--- config.mk ---
export PLATFORM = sky130hd
export DESIGN_NAME = multimode_counter_game
export DESIGN_NICKNAME = d
export VERILOG_FILES = /design/src/rtl/multimode_counter_pkg.sv /design/src/rtl/multimode_counter_game_score_tally.sv /design/src/rtl/multimode_counter_game.sv
export SDC_FILE = /design/constraint.sdc
export NUM_CORES = 1
export LEC_CHECK = 0
export ABC_AREA = 1
export CORE_AREA = 4 4 76 78
export CTS_CLUSTER_SIZE = 40
export DETAILED_ROUTE_END_ITERATION = 10
export DIE_AREA = 0 0 80 82
export REMOVE_ABC_BUFFERS = 1
export SLEW_MARGIN = 20
export SYNTH_ARGS = -nofsm -noshare
export SYNTH_HDL_FRONTEND = slang
export SYNTH_SLANG_ARGS = --single-unit
--- constraint.sdc ---
create_clock -name clk -period 3.1 [get_ports clk]
set_input_delay 0.93 -clock clk [delete_from_list [all_inputs] [get_ports clk]]
set_output_delay 0.93 -clock clk [all_outputs]
set_load 0.1 [all_outputs]
--- src/rtl/multimode_counter_pkg.sv ---
// rtl/multimode_counter_pkg.sv - shared control and state encodings for the game counter
package multimode_counter_pkg;

   // Player step command as delivered by the input decoder
   typedef enum logic [1:0] {
      UP_S = 2'd0,
      UP_L = 2'd1,
      DN_S = 2'd2,
      DN_L = 2'd3
   } ctrl_e;

   // Match state: counting, one-cycle post-hit restart, match finished
   typedef enum logic [1:0] {
      RUN  = 2'd0,
      HIT  = 2'd1,
      OVER = 2'd2
   } state_e;

endpackage

--- src/rtl/multimode_counter_game_score_tally.sv ---
// rtl/multimode_counter_game_score_tally.sv - saturating per-outcome score counter
module score_tally
#(
   parameter int SCORE_W     = 4,
   parameter int SCORE_LIMIT = 3
)(
   input  logic               clk,
   input  logic               rst,
   input  logic               inc,
   input  logic               freeze,
   output logic [SCORE_W-1:0] score,
   output logic               at_limit
);

   localparam logic [SCORE_W-1:0] LIMIT = SCORE_W'(SCORE_LIMIT);

   logic [SCORE_W-1:0] score_q;
   logic [SCORE_W-1:0] score_d;

   // Next tally: bump on a hit unless frozen or already at the match limit
   always_comb begin
      score_d = score_q;
      if (inc && !freeze && (score_q != LIMIT)) begin
         score_d = score_q + 1'b1;
      end
   end

   // Tally register
   always_ff @(posedge clk) begin
      if (rst) begin
         score_q <= '0;
      end else begin
         score_q <= score_d;
      end
   end

   assign score    = score_q;
   assign at_limit = (score_q == LIMIT);

endmodule

--- src/rtl/multimode_counter_game.sv ---
// rtl/multimode_counter_game.sv - clamping up/down game counter with win/lose match scoring
module multimode_counter_game
   import multimode_counter_pkg::*;
#(
   parameter int WIDTH       = 4,
   parameter int WIN_VAL     = 2**WIDTH - 1,
   parameter int STEP_SMALL  = 1,
   parameter int STEP_LARGE  = 2,
   parameter int RESTART_VAL = 0,
   parameter int SCORE_W     = 4,
   parameter int SCORE_LIMIT = 3
)(
   input  logic               clk,
   input  logic               rst,
   input  logic               en,
   input  logic               init,
   input  logic [WIDTH-1:0]   init_val,
   input  logic [1:0]         control,
   output logic [WIDTH-1:0]   count,
   output logic               winner,
   output logic               loser,
   output logic [SCORE_W-1:0] win_score,
   output logic [SCORE_W-1:0] lose_score,
   output logic               game_over
);

   // Two bits of headroom: an up step from a count loaded at the top bound
   // must not wrap before the clamp comparison sees it.
   localparam int CALC_W = WIDTH + 2;

   localparam logic signed [CALC_W-1:0] WIN_C     = CALC_W'(WIN_VAL);
   localparam logic signed [CALC_W-1:0] STEP_S_C  = CALC_W'(STEP_SMALL);
   localparam logic signed [CALC_W-1:0] STEP_L_C  = CALC_W'(STEP_LARGE);
   localparam logic signed [CALC_W-1:0] ZERO_C    = '0;
   localparam logic [WIDTH-1:0]         WIN_W     = WIDTH'(WIN_VAL);
   localparam logic [WIDTH-1:0]         RESTART_W = WIDTH'(RESTART_VAL);
   localparam logic [SCORE_W-1:0]       LAST_HIT  = SCORE_W'(SCORE_LIMIT - 1);

   state_e             state_q, state_d;
   logic [WIDTH-1:0]   count_q, count_d;
   logic               winner_q, winner_d;
   logic               loser_q, loser_d;
   logic               game_over_q, game_over_d;
   logic               win_inc, lose_inc;
   logic               win_at_limit, lose_at_limit;
   logic               score_freeze;
   logic [SCORE_W-1:0] win_score_w, lose_score_w;

   ctrl_e                    ctrl;
   logic                     step_up;
   logic signed [CALC_W-1:0] count_ext;
   logic signed [CALC_W-1:0] step_mag;
   logic signed [CALC_W-1:0] next_up;
   logic signed [CALC_W-1:0] next_dn;

   // Step arithmetic: decode command and form both candidate next values
   always_comb begin
      ctrl      = ctrl_e'(control);
      step_up   = (ctrl == UP_S) || (ctrl == UP_L);
      step_mag  = ((ctrl == UP_L) || (ctrl == DN_L)) ? STEP_L_C : STEP_S_C;
      count_ext = $signed({2'b00, count_q});
      next_up   = count_ext + step_mag;
      next_dn   = count_ext - step_mag;
   end

   // FSM next state: load, step with clamp, post-hit restart, frozen match end
   always_comb begin
      state_d     = state_q;
      count_d     = count_q;
      winner_d    = 1'b0;
      loser_d     = 1'b0;
      game_over_d = game_over_q;
      win_inc     = 1'b0;
      lose_inc    = 1'b0;
      unique case (state_q)
         RUN: begin
            if (init) begin
               count_d = init_val;
            end else if (en) begin
               if (step_up) begin
                  if (next_up >= WIN_C) begin
                     count_d  = WIN_W;
                     winner_d = 1'b1;
                     win_inc  = 1'b1;
                     if (win_score_w == LAST_HIT) begin
                        state_d     = OVER;
                        game_over_d = 1'b1;
                     end else begin
                        state_d = HIT;
                     end
                  end else begin
                     count_d = next_up[WIDTH-1:0];
                  end
               end else begin
                  if (next_dn <= ZERO_C) begin
                     count_d  = '0;
                     loser_d  = 1'b1;
                     lose_inc = 1'b1;
                     if (lose_score_w == LAST_HIT) begin
                        state_d     = OVER;
                        game_over_d = 1'b1;
                     end else begin
                        state_d = HIT;
                     end
                  end else begin
                     count_d = next_dn[WIDTH-1:0];
                  end
               end
            end
         end
         HIT: begin
            count_d = init ? init_val : RESTART_W;
            state_d = RUN;
         end
         OVER: begin
            game_over_d = 1'b1;
         end
         default: begin
            state_d = RUN;
         end
      endcase
   end

   // State and registered outputs
   always_ff @(posedge clk) begin
      if (rst) begin
         state_q     <= RUN;
         count_q     <= '0;
         winner_q    <= 1'b0;
         loser_q     <= 1'b0;
         game_over_q <= 1'b0;
      end else begin
         state_q     <= state_d;
         count_q     <= count_d;
         winner_q    <= winner_d;
         loser_q     <= loser_d;
         game_over_q <= game_over_d;
      end
   end

   assign score_freeze = (state_q == OVER) || win_at_limit || lose_at_limit;

   score_tally #(
      .SCORE_W     (SCORE_W),
      .SCORE_LIMIT (SCORE_LIMIT)
   ) u_win_tally (
      .clk      (clk),
      .rst      (rst),
      .inc      (win_inc),
      .freeze   (score_freeze),
      .score    (win_score_w),
      .at_limit (win_at_limit)
   );

   score_tally #(
      .SCORE_W     (SCORE_W),
      .SCORE_LIMIT (SCORE_LIMIT)
   ) u_lose_tally (
      .clk      (clk),
      .rst      (rst),
      .inc      (lose_inc),
      .freeze   (score_freeze),
      .score    (lose_score_w),
      .at_limit (lose_at_limit)
   );

   assign count      = count_q;
   assign winner     = winner_q;
   assign loser      = loser_q;
   assign win_score  = win_score_w;
   assign lose_score = lose_score_w;
   assign game_over  = game_over_q;

endmodule
==> metrics <==
status complete, no violations; Seq pwr share 38.9%; FF-to-FF End state_q[1]; fin. max-slew vios 0; CP Data Required Time 3.25 ns; cts hold-fix bufs 0; Power Internal 0.3860 mW; core box area 5075 µm²; global route overflow 0; post-layout min period 2.910 ns; synth cell count leaders 40 x nand2_1, 21 x inv_1, 19 x a21oi_1; Unique masters post-synth 26; I/O Pins 25; Hold Worst Slack 0.5253 ns; HP Class register to register; FF+latch count, synth 17; worst reg-to-reg setup slack 1.03 ns; clk_skew 0.002876 ns; Ys Warns 0; final RePlAce weighted congestion 0.7654; Pleak 0.7274 nW; leading post-synthesis cells by cell area dfxtp_1 27%, nand2_1 12%, ha_1 8.0%, a21oi_1 7.6%, inv_1 6.3%; antenna-violating nets left 0; final wirelength 3019 µm; Area after DPL 1556 µm²; Seq/Total Area, Yosys 27.15%; Die W 80 µm; hold path depth 2; Synth Flop Type dfxtp_1; combinational share of power 33.4%; Root Buffer clkbuf_8; setup slack at placement -0.07655 ns; Syn Area/Cell 7.164 µm²; ys async rst share 0%; Mapped Area 1254 µm²; clock buffer depth 2; layout cells sized above 1 18.63%; most frequent cell after synthesis nand2_1; drt drc 0; Crit-path slowest cell fa_1; hold worst-path end game_over; Starting Density 24.70%; routed vias/inst 4.478; Slew @ Worst Pin 0.4576 ns; CTS Buf Count 3; Cell Count, Final, Fillers Out 274; Setup crit end kind register; CTS Sinks 17; clock share of power 27.8%; Post-synth EDFFs 0; Crit Path Category input pin to register; ant diodes 0; die area 6560 µm²; Power, Total 0.6188 mW; normalized max-slew margin 69.45%; fillcell total 580; cts repair resizes 0; delay of the slowest cell on the worst path 0.49 ns; DR WL/cell 11.02 µm; Via Count 1227; max-cap violation count 0; DRT iter0 DRCs 42; nets@finish 225; dpl hpwl 2418 µm; Tcrit/Tclk final 93.86%; top-area cell type share of the netlist area 27.15%; global-route wire length before repair 4968 µm; R2R cell count 11; setup ws final 0.1903 ns; HP Start game_over; H-tree levels 1; postcts setup bufs 0; DRT Pass-1 Iters 6; Net Sw Frac 37.62%; Reg-to-Reg Start count[0]; crit path cell chain clkdlybuf4s50_1 > inv_1 > ha_1 > fa_1 > inv_1 > nor2_1 > nand3_1 > nand2_1 > nand3_2 > nor2_4 > nand3_2 > nand2_1 > a21oi_1; PwrDens 386.4 nW/µm²; vias in the first global route 1130; clock slew at reported path FFs 0.07 ns; pin count of the biggest net entering global routing 13; initial antenna violation count 0; CTS tree yes; sequential cell area 340.3 µm²; IO Port Bufs 24; Total GRT Usage 9.465%; FMAX 343.7 MHz; Max IR drop VDD 0.1195 mV; WP data arrival 3.06 ns; Layout area overhead 27.74%; Setup crit start kind input pin; Psw 0.2328 mW; row count 26; Skew-Pair Late Insertion Delay 0.25 ns; Die H 82 µm; CP max FO 6; # setup viols final 0; Final Instance Area 1602 µm²; final hold viol count 0; unrepaired setup endpoints after global routing no; Multi-input gate area 795.8 µm²; largest area contributor in the netlist dfxtp_1; cells after synthesis 175; DP Cell Count 270
metal layers:
layer  GRT usage (%)  routed length [µm]
met2           15.89                1416
met3           1.864                  96
met5               0                   0
met1           11.97                1466
met4           3.547                  40
power by group through the flow:
stage,combinational (mW),clock [mW],sequential (mW)
floorplan,0.0974,0,0.292
global placement,0.206,0,0.246
detailed placement,0.208,0,0.246
CTS,0.208,0.177,0.241
global route,0.228,0.186,0.242
finish,0.206,0.172,0.240
cells in the final DEF (no fill, tap or decap), types with 3 or more instances in the layout:
master	netlist	final
clkbuf_8	0	3
a21oi_1	19	19
nor2_1	11	11
clkdlybuf4s50_1	0	9
nand2_1	40	40
inv_1	21	21
nand4_1	12	12
dfxtp_1	17	17
ha_1	8	8
o21ai_0	8	8
buf_4	1	21
nand3_2	3	3
nand3_1	12	12
sequential cells by signal, summed over array words and instances (netlist names):
signal	count
game_over	1
state_q	2
winner	1
count	4
u_win_tally.score	4
loser	1
u_lose_tally.score	4
cell families (layout without fill, tap and decap cells):
logic type,Yosys count,in the layout,share of synthesized area [%]
buf+inv,27,56,9.382
xor+xnor,4,4,2.795
compound gates,28,28,12.08
flops,17,17,27.15
simple gates,89,89,37.42
fa+ha+maj,10,10,11.18
cell type report:
type | count | share of cell area [%]
clock buffer | 4 | 2.812
inverter | 22 | 5.312
multi-input combinational | 131 | 49.69
sequential | 17 | 21.25
tap | 70 | 5.469
timing repair buffer | 30 | 15.47
worst max path at each step:
| stage | from | endpoint | slack [ns] | depth (start not counted) |
|---|---|---|---|---|
| floorplan | count[0] | u_lose_tally.score[2] | 0.54 | 11 |
| global placement | control[0] | u_win_tally.score[1] | -0.04 | 13 |
| detailed placement | control[0] | u_win_tally.score[3] | -0.08 | 13 |
| CTS | control[0] | u_win_tally.score[3] | 0.19 | 13 |
| global route | control[0] | u_win_tally.score[3] | 0.02 | 13 |
| finish | control[0] | u_win_tally.score[3] | 0.19 | 13 |
per-stage QoR:
stage               TNS (ns)  utilization [%]
CTS                        0            31.56
floorplan                  0                -
finish                     0            31.56
global route               0            31.56
detailed placement   -0.3259            30.67
global placement     -0.1555            30.67
critical path: cells and delay by family:
kind / cells / cell delay, ns
buffers and inverters: 3 / 0.62
and+or+nand+nor: 7 / 0.74
adders and majority gates: 2 / 0.72
AOI/OAI and AO/OA: 1 / 0.06
Note: power is estimated with default switching activity, not from simulation.
